`config.mk`:
```
export PLATFORM = sky130hd
export DESIGN_NAME = spi_reg_ctrl
export DESIGN_NICKNAME = d
export VERILOG_FILES = /design/src/rtl/tone_spi_pkg.sv /design/src/rtl/spi_reg_file.sv /design/src/rtl/spi_reg_ctrl.sv
export SDC_FILE = /design/constraint.sdc
export NUM_CORES = 1
export LEC_CHECK = 0
export ABC_AREA = 1
export CORE_MARGIN = 8
export CORE_UTILIZATION = 38
export DETAILED_ROUTE_END_ITERATION = 7
export PLACE_DENSITY = 0.68
export SETUP_SLACK_MARGIN = 0.5
export SLEW_MARGIN = 20
export SYNTH_ARGS = -nofsm -noshare
export SYNTH_HDL_FRONTEND = slang
export SYNTH_SLANG_ARGS = --single-unit
```
`constraint.sdc`:
```
create_clock -name clk_in -period 3 [get_ports clk_in]
set_clock_uncertainty 0.05 [all_clocks]
set_input_delay 0.3 -clock clk_in [delete_from_list [all_inputs] [get_ports clk_in]]
set_output_delay 0.3 -clock clk_in [all_outputs]
set_load 0.05 [all_outputs]
```
`src/rtl/tone_spi_pkg.sv`:
```
// Shared definitions for the tone-generator SPI register controller.
//   CMD_READ_BIT    : command-byte bit selecting read (1) or write (0)
//   DEF_ADDR_WIDTH  : default register address width
//   DEF_STATUS_ADDR : default read-only status address
//   state_t         : controller FSM states
package tone_spi_pkg;

    localparam int unsigned CMD_READ_BIT    = 7;
    localparam int unsigned DEF_ADDR_WIDTH  = 4;
    localparam logic [3:0]  DEF_STATUS_ADDR = 4'hF;

    typedef enum logic [1:0] {
        IDLE,
        CMD,
        WRITE,
        READ
    } state_t;

endpackage

```
`src/rtl/spi_reg_file.sv`:
```
// Register file for the SPI register controller: 2**ADDR_WIDTH x 8-bit flops.
//   clk_in, reset_n_in : clock, asynchronous active-low reset (clears all regs)
//   wr_en, wr_addr, wr_data : single synchronous write port
//   rd_addr, rd_data   : combinational read port
//   regs               : flat contents, reg k at [8k+7:8k]
module spi_reg_file
    import tone_spi_pkg::*;
#(
    parameter int unsigned ADDR_WIDTH = DEF_ADDR_WIDTH
)
(
    input  logic                           clk_in,
    input  logic                           reset_n_in,
    input  logic                           wr_en,
    input  logic [ADDR_WIDTH-1:0]          wr_addr,
    input  logic [7:0]                     wr_data,
    input  logic [ADDR_WIDTH-1:0]          rd_addr,
    output logic [7:0]                     rd_data,
    output logic [(2**ADDR_WIDTH)*8-1:0]   regs
);

    always_ff @(posedge clk_in or negedge reset_n_in) begin
        if (!reset_n_in) begin
            regs <= '0;
        end else if (wr_en) begin
            regs[wr_addr*8 +: 8] <= wr_data;
        end
    end

    assign rd_data = regs[rd_addr*8 +: 8];

endmodule

```
`src/rtl/spi_reg_ctrl.sv`:
```
// Command decoder / register sequencer behind the SPI slave byte interface.
// The first byte of each CS-framed transaction is a command (bit7 = read,
// low ADDR_WIDTH bits = address); following bytes are write data or dummy
// bytes that trigger the next read-back load.
//   clk_in, reset_n_in    : clock, asynchronous active-low reset
//   rx_data_in/rx_valid_in: received byte and its one-cycle strobe
//   transaction_valid_in  : high while CS is asserted
//   tx_data_out/tx_valid_out : next MISO byte and its one-cycle load strobe
//   status_in             : live status byte, read at STATUS_ADDR
//   regs_out              : flat register contents
//   wr_strobe_out/wr_addr_out : committed-write pulse and its address
// Build option: define SPI_REG_AUTO_INC_EN to advance the address after each
// write data byte or read load (wrapping modulo NUM_REGS); otherwise the
// address stays fixed for the whole transaction.
module spi_reg_ctrl
    import tone_spi_pkg::*;
#(
    parameter int unsigned           ADDR_WIDTH  = DEF_ADDR_WIDTH,
    parameter logic [ADDR_WIDTH-1:0] STATUS_ADDR = DEF_STATUS_ADDR
)
(
    input  logic                           clk_in,
    input  logic                           reset_n_in,
    input  logic [7:0]                     rx_data_in,
    input  logic                           rx_valid_in,
    input  logic                           transaction_valid_in,
    output logic [7:0]                     tx_data_out,
    output logic                           tx_valid_out,
    input  logic [7:0]                     status_in,
    output logic [(2**ADDR_WIDTH)*8-1:0]   regs_out,
    output logic                           wr_strobe_out,
    output logic [ADDR_WIDTH-1:0]          wr_addr_out
);

    state_t                  state, state_next;
    logic [ADDR_WIDTH-1:0]   addr, addr_next;
    logic [ADDR_WIDTH-1:0]   rd_addr;
    logic [7:0]              rd_data;
    logic [7:0]              rd_value;
    logic                    tx_load;
    logic [7:0]              tx_value;
    logic                    reg_we;

    function automatic logic [ADDR_WIDTH-1:0] advance(input logic [ADDR_WIDTH-1:0] a);
`ifdef SPI_REG_AUTO_INC_EN
        return a + ADDR_WIDTH'(1);
`else
        return a;
`endif
    endfunction

    spi_reg_file #(
        .ADDR_WIDTH (ADDR_WIDTH)
    ) u_reg_file (
        .clk_in     (clk_in),
        .reset_n_in (reset_n_in),
        .wr_en      (reg_we),
        .wr_addr    (addr),
        .wr_data    (rx_data_in),
        .rd_addr    (rd_addr),
        .rd_data    (rd_data),
        .regs       (regs_out)
    );

    // The command byte's own address feeds the read port so the first
    // read-back load happens on the same edge that leaves CMD.
    assign rd_addr  = (state == CMD) ? rx_data_in[ADDR_WIDTH-1:0] : addr;
    assign rd_value = (rd_addr == STATUS_ADDR) ? status_in : rd_data;

    always_comb begin
        state_next = state;
        addr_next  = addr;
        tx_load    = 1'b0;
        tx_value   = '0;
        reg_we     = 1'b0;

        // Losing CS wins over a coincident byte strobe.
        if (!transaction_valid_in) begin
            state_next = IDLE;
        end else begin
            case (state)
                IDLE: begin
                    // Zero load keeps MISO quiet for the command byte and
                    // for every byte of a write transaction.
                    state_next = CMD;
                    tx_load    = 1'b1;
                end
                CMD: begin
                    if (rx_valid_in) begin
                        if (rx_data_in[CMD_READ_BIT]) begin
                            state_next = READ;
                            tx_load    = 1'b1;
                            tx_value   = rd_value;
                            addr_next  = advance(rd_addr);
                        end else begin
                            state_next = WRITE;
                            addr_next  = rx_data_in[ADDR_WIDTH-1:0];
                        end
                    end
                end
                WRITE: begin
                    if (rx_valid_in) begin
                        reg_we    = (addr != STATUS_ADDR);
                        addr_next = advance(addr);
                    end
                end
                READ: begin
                    if (rx_valid_in) begin
                        tx_load   = 1'b1;
                        tx_value  = rd_value;
                        addr_next = advance(addr);
                    end
                end
                default: state_next = IDLE;
            endcase
        end
    end

    always_ff @(posedge clk_in or negedge reset_n_in) begin
        if (!reset_n_in) begin
            state         <= IDLE;
            addr          <= '0;
            tx_data_out   <= '0;
            tx_valid_out  <= 1'b0;
            wr_strobe_out <= 1'b0;
            wr_addr_out   <= '0;
        end else begin
            state         <= state_next;
            addr          <= addr_next;
            tx_valid_out  <= tx_load;
            wr_strobe_out <= reg_we;
            if (tx_load) begin
                tx_data_out <= tx_value;
            end
            if (reg_we) begin
                wr_addr_out <= addr;
            end
        end
    end

endmodule

```
---- Word level (Yosys, flattened, before mapping) ----
Cells that the tools add are included.
cells by class
  muxes and demuxes ....................... 21
  shift-type cells ........................ 3
  reductions and logical operators ........ 3
  eq/ne operators ......................... 7
  add/sub/neg operators ................... 1
operators with widths
  kind                        number
  $bwmux W128                 1
  $shift A8 B34 Y128 const A  1
  $shiftx A128 B8 Y8          1
  $shiftx A8 B34 Y128         1
  $mux W8                     5
  $neg A7 Y34                 1
  $pmux W8 S2                 1
  $mux W1                     8
  $mux W4                     2
  $eq A2 B2 Y1 const B        2
  $eq A4 B4 Y1 const B        1
  $mux W2                     2
  $ne A4 B4 Y1 const B        1
  $pmux W2 S2                 1
  $ne A3 B1 Y1 const B        1
  $ne A3 B3 Y1 const B        1
  $pmux W1 S3                 1
  $reduce_and A3 Y1           1
  $eq A2 B1 Y1 const B        1
  $logic_not A2 Y1            1
  $reduce_and A2 Y1           1
word-level totals
  bits of input ports ..................... 20
  bits in registers ....................... 148
  word-level logic and storage cells ...... 42
  output and inout bits ................... 142

---- Depth between registers and ports, before layout ----
  depth after elaboration ................. 8
  mapped depth ............................ 16
  depth with buffers taken out ............ 14

---- Cells and area by module ----
A second synthesis with hierarchy kept.
unflattened totals
  cells, all modules ...................... 1095
  area, all modules ....................... 8051.5 um2
by module, submodules not included
  module        seq. area each (um2)  area an instance (um2)  times used  cells an instance
  spi_reg_file  3203.1                6940.4                  1           948
  spi_reg_ctrl  500.5                 1111.1                  1           147

---- Least setup slack after synthesis ----
OpenSTA, ideal clock, no wires.
  kind .................................... flip-flop to flip-flop
  start ................................... register addr[0]
  end ..................................... register u_reg_file.regs[77]
  arrival time ............................ 1.929 ns
  required time ........................... 2.827 ns
  clock period less this slack ............ 2.102 ns
  stages on the path, launching flop included .. 12
  path slack .............................. 0.898 ns
  buffers on the path ..................... 2
  setup time .............................. 0.123 ns
  path through ............................ dfrtp_1 buf_2 inv_1 ha_1 clkinv_1 nor2_1 nand2_1 nor2_4 inv_2 buf_6 nand2_1 o21ai_1
on the way
  longest elaborated chain between the ends .. 4
  elaborated cells between the ends (all ways) .. 8
  classes of those cells .................. add/sub (1); eq/ne (1); shift (2); mux (4)
RTL lines
  what                                                                 RTL line             source
  start, declared                                                      spi_reg_ctrl.sv:36   logic [ADDR_WIDTH-1:0] addr, addr_next;
  start signal, assigned                                               spi_reg_ctrl.sv:129  addr <= addr_next;
  parallel branches: the longest is 4 deep, another holds $neg A7 Y34  -
  end signal, assigned by index                                        spi_reg_file.sv:26   regs[wr_addr*8 +: 8] <= wr_data;
  end, declared                                                        spi_reg_file.sv:19   output logic [(2**ADDR_WIDTH)*8-1:0] regs
Several ways; the timed one is not identified.
A chain may end at the register's enable or synchronous reset.

---- Worst setup path after layout ----
  start ................................... register addr[0]
  end ..................................... register u_reg_file.regs[25]
Same word-level chain as after synthesis.

==> flow_summary.json <==
{
  "multi_input_area_mm2": 0.00334,
  "wirelength_mm": 28.7,
  "worst-setup-path-type": "flip-flop to flip-flop",
  "synthesis.instances": 966,
  "cts_made_buffers": 17,
  "cp_data_arrival_time_ps": 2640,
  "required_time_at_the_worst_slack_endpoint_ps": 3270,
  "share_of_yosys_cell_area_claimed_by_the_top_area_cell_type": 0.495,
  "width_of_the_die_um": 156,
  "number_of_antenna_violations_at_the_first_check_in_global_routing": 0,
  "mappedNetlistArea_mm2": 0.00748,
  "areaGrowthSynthToFinish_pct": 33.9,
  "place.port_buffers": 161,
  "grtUsageMet3": 0.0582,
  "synthesis.area_per_instance_um2": 7.75,
  "finish.net_count": 1136,
  "synth-seq-cells": 148,
  "via_per_inst": 5.38,
  "synth.distinct_cells": 33,
  "critical_path.max_stage_delay_ps": 530,
  "vias": 7480,
  "number_of_routed_nets_with_antenna_violations": 0,
  "cp_slowest_cell": "dfrtp_1",
  "post-synth-top-area-cell": "dfrtp_1",
  "postSynthNetCount": 989,
  "detail_route.iter0.violations": 1008,
  "vdd.ir_drop.worst_mv": 0.447,
  "hpwl_mm": 21.4,
  "synth_top_cells_by_count": "338 x nand2_1, 163 x nand3_1, 148 x dfrtp_1, 97 x o21ai_1, 39 x inv_1",
  "drive_above_1_share": 0.0844,
  "met1_usage": 0.321,
  "timing.final.ws_setup_ps": 630,
  "post-place-ws_ps": 527,
  "setup_viol": 0,
  "outcome": "completed",
  "worstSetupEndpointType": "flip-flop",
  "async_reset_ff_frac": 1.00,
  "reg_area_mm2": 0.00370,
  "route.detailed.drc": 0,
  "leakagePower_nw": 4.33,
  "netlist_top_cells_area": "dfrtp_1 49%, nand2_1 17%, nand3_1 11%",
  "clockBufferDepth": 2,
  "ys_warn_count": 0,
  "synth_most_common_cell": "nand2_1",
  "min_path_type": "input pin to async pin",
  "grt_start_max_net_pins": 72,
  "max_freq_ghz": 0.422,
  "holdWs_ps": 411,
  "initial_core_util": 0.386,
  "grt_overflow": 0,
  "tritoncts_clock_tree": "built",
  "hold_violations": 0,
  "clock_tree.htree_level_count": 4,
  "fillerInstances": 1872,
  "grtUsageMet2": 0.362,
  "min_period_ps": 2370,
  "ys_seq_area_frac": 0.495,
  "rsz0062_at_grt": "true",
  "max_slew_margin": 0.553,
  "power-per-cell-area_mw_per_mm2": 902,
  "max_slew.worst_pin.slew_ps": 670,
  "first_pass_grt_wire_length_mm": 43.5,
  "worst_setup_hold_path_clk_slew_ps": 60,
  "globalRouteTotalUtil": 0.236,
  "critical-path-top-delay-family": "flip-flops",
  "grt_pass1_vias": 7099,
  "cts.sinks": 148,
  "height_of_the_die_um": 156,
  "max-cap-violations": 0,
  "worstSkewPairLatency_ps": 420,
  "boundaryPins": 162,
  "antennaDiodeCount": 0,
  "startpoint_type": "flip-flop",
  "slew_violations": 0,
  "crit_chain": "inv_1 > ha_1 > xnor2_2 > inv_2 > nor3_2 > nand2_2 > o21ai_0",
  "floorplan.die_area_mm2": 0.0244,
  "core_mm2": 0.0194,
  "drt-wirelength-per-cell_um": 20.6,
  "number_of_flops_mapped_to_enable_cells_by_yosys": 0,
  "rows": 51,
  "period_share": 0.790,
  "gr-max-usage-layer": "met2",
  "first_pass_iters": 5,
  "routabilityCongestion": 0.927,
  "postLayoutCellArea_mm2": 0.0100,
  "setup_total_negative_slack_ps": 0,
  "cts.root.buffer_cell": "clkbuf_16",
  "worst-path-buf-inv": 2,
  "crit_fanout": 16,
  "utilization": 0.517,
  "post_dp_cell_area_mm2": 0.00933,
  "synth-main-ff-cell": "dfrtp_1"
}
## cells by family after synthesis
group / synth area share
and+or+nand+nor: 0.334
AOI/OAI and AO/OA: 0.103
xor gates and xnor gates: 0.00217
DFF: 0.495
adders and majority gates: 0.00502
buffers and inverters: 0.0612
## worst paths after layout
check                                      startpoint                               to  slack, ps  cells after the start
max in group asynchronous                  reset_n_in  u_reg_file.regs[48]$_DFFE_PN0P_       1730                      3
min reg2reg                tx_data_out[5]$_DFFE_PN0P_       tx_data_out[5]$_DFFE_PN0P_        430                      2
min in group clk_in        tx_data_out[5]$_DFFE_PN0P_       tx_data_out[5]$_DFFE_PN0P_        430                      2
min                                        reset_n_in  u_reg_file.regs[30]$_DFFE_PN0P_        410                      2
max reg2reg                       addr[0]$_DFFE_PN0P_  u_reg_file.regs[25]$_DFFE_PN0P_        630                      7
max                               addr[0]$_DFFE_PN0P_  u_reg_file.regs[25]$_DFFE_PN0P_        630                      7
## report_power, final
part	internal, mW	switching [mW]	total, mW
combinational	1.15	2.97	4.12
clock	1.52	0.868	2.39
sequential	2.24	0.282	2.52
total	4.91	4.12	9.04
## area by class of cell
type,count,share of cell area
Inverter,49,0.0185
Clock buffer,20,0.0456
Multi-Input combinational cell,718,0.334
Timing Repair Buffer,179,0.180
Sequential cell,148,0.370
Clock inverter,12,0.0201
Tap cell,265,0.0331
## routing by layer
| metal | vias to the layer above | wire (um) |
|---|---|---|
| met2 | 412 | 12800 |
| met4 | 0 | 671 |
| met5 | - | 0 |
| li1 | 3490 | - |
| met1 | 3530 | 12300 |
| met3 | 48 | 2930 |
## registers in the layout (all words and copies together) (netlist names)
| name | count |
|---|---|
| addr | 4 |
| state | 2 |
| tx_data_out | 8 |
| tx_valid_out | 1 |
| u_reg_file.regs | 128 |
| wr_addr_out | 4 |
| wr_strobe_out | 1 |
## layout by cell type (no fill, tap or decap), types with 2 or more instances in the layout
| cell type | synthesis | routed |
|---|---|---|
| nand2_1 | 338 | 334 |
| nand3_1 | 163 | 162 |
| clkdlybuf4s50_1 | 0 | 160 |
| dfrtp_1 | 148 | 148 |
| o21ai_1 | 97 | 97 |
| inv_1 | 39 | 39 |
| nor2_1 | 38 | 38 |
| o21ai_0 | 26 | 26 |
| clkbuf_16 | 0 | 17 |
| nand2_2 | 10 | 14 |
| buf_4 | 6 | 13 |
| inv_2 | 8 | 8 |
| o31ai_1 | 8 | 8 |
| a21oi_1 | 6 | 6 |
| nor2_4 | 5 | 5 |
| bufinv_16 | 0 | 5 |
| nor2_2 | 4 | 4 |
| nand3_2 | 4 | 4 |
| buf_12 | 0 | 4 |
| nor3_2 | 3 | 3 |
| clkinv_2 | 1 | 3 |
| nand3_4 | 2 | 3 |
| ha_1 | 3 | 3 |
| nand4_1 | 2 | 2 |
| o21ai_2 | 2 | 2 |
| clkinv_4 | 0 | 2 |
| clkbuf_8 | 0 | 2 |
| clkinvlp_4 | 0 | 2 |
## stage by stage
stage | cells | power (mW)
5_1_grt | 1391 | 9.43
3_5_place_dp | 1357 | 6.59
6_report | 1391 | 9.04
4_1_cts | 1390 | 8.97
2_1_floorplan | 966 | 5.15
3_3_place_gp | 1357 | 6.56
## timing repair
action	CTS	global route
hold buffers	1	0
setup buffers	0	1
setup endpoints to repair	0	33
gates resized for setup	0	5
hold endpoints to repair	69	0
Power figures use the tool's default switching activity.
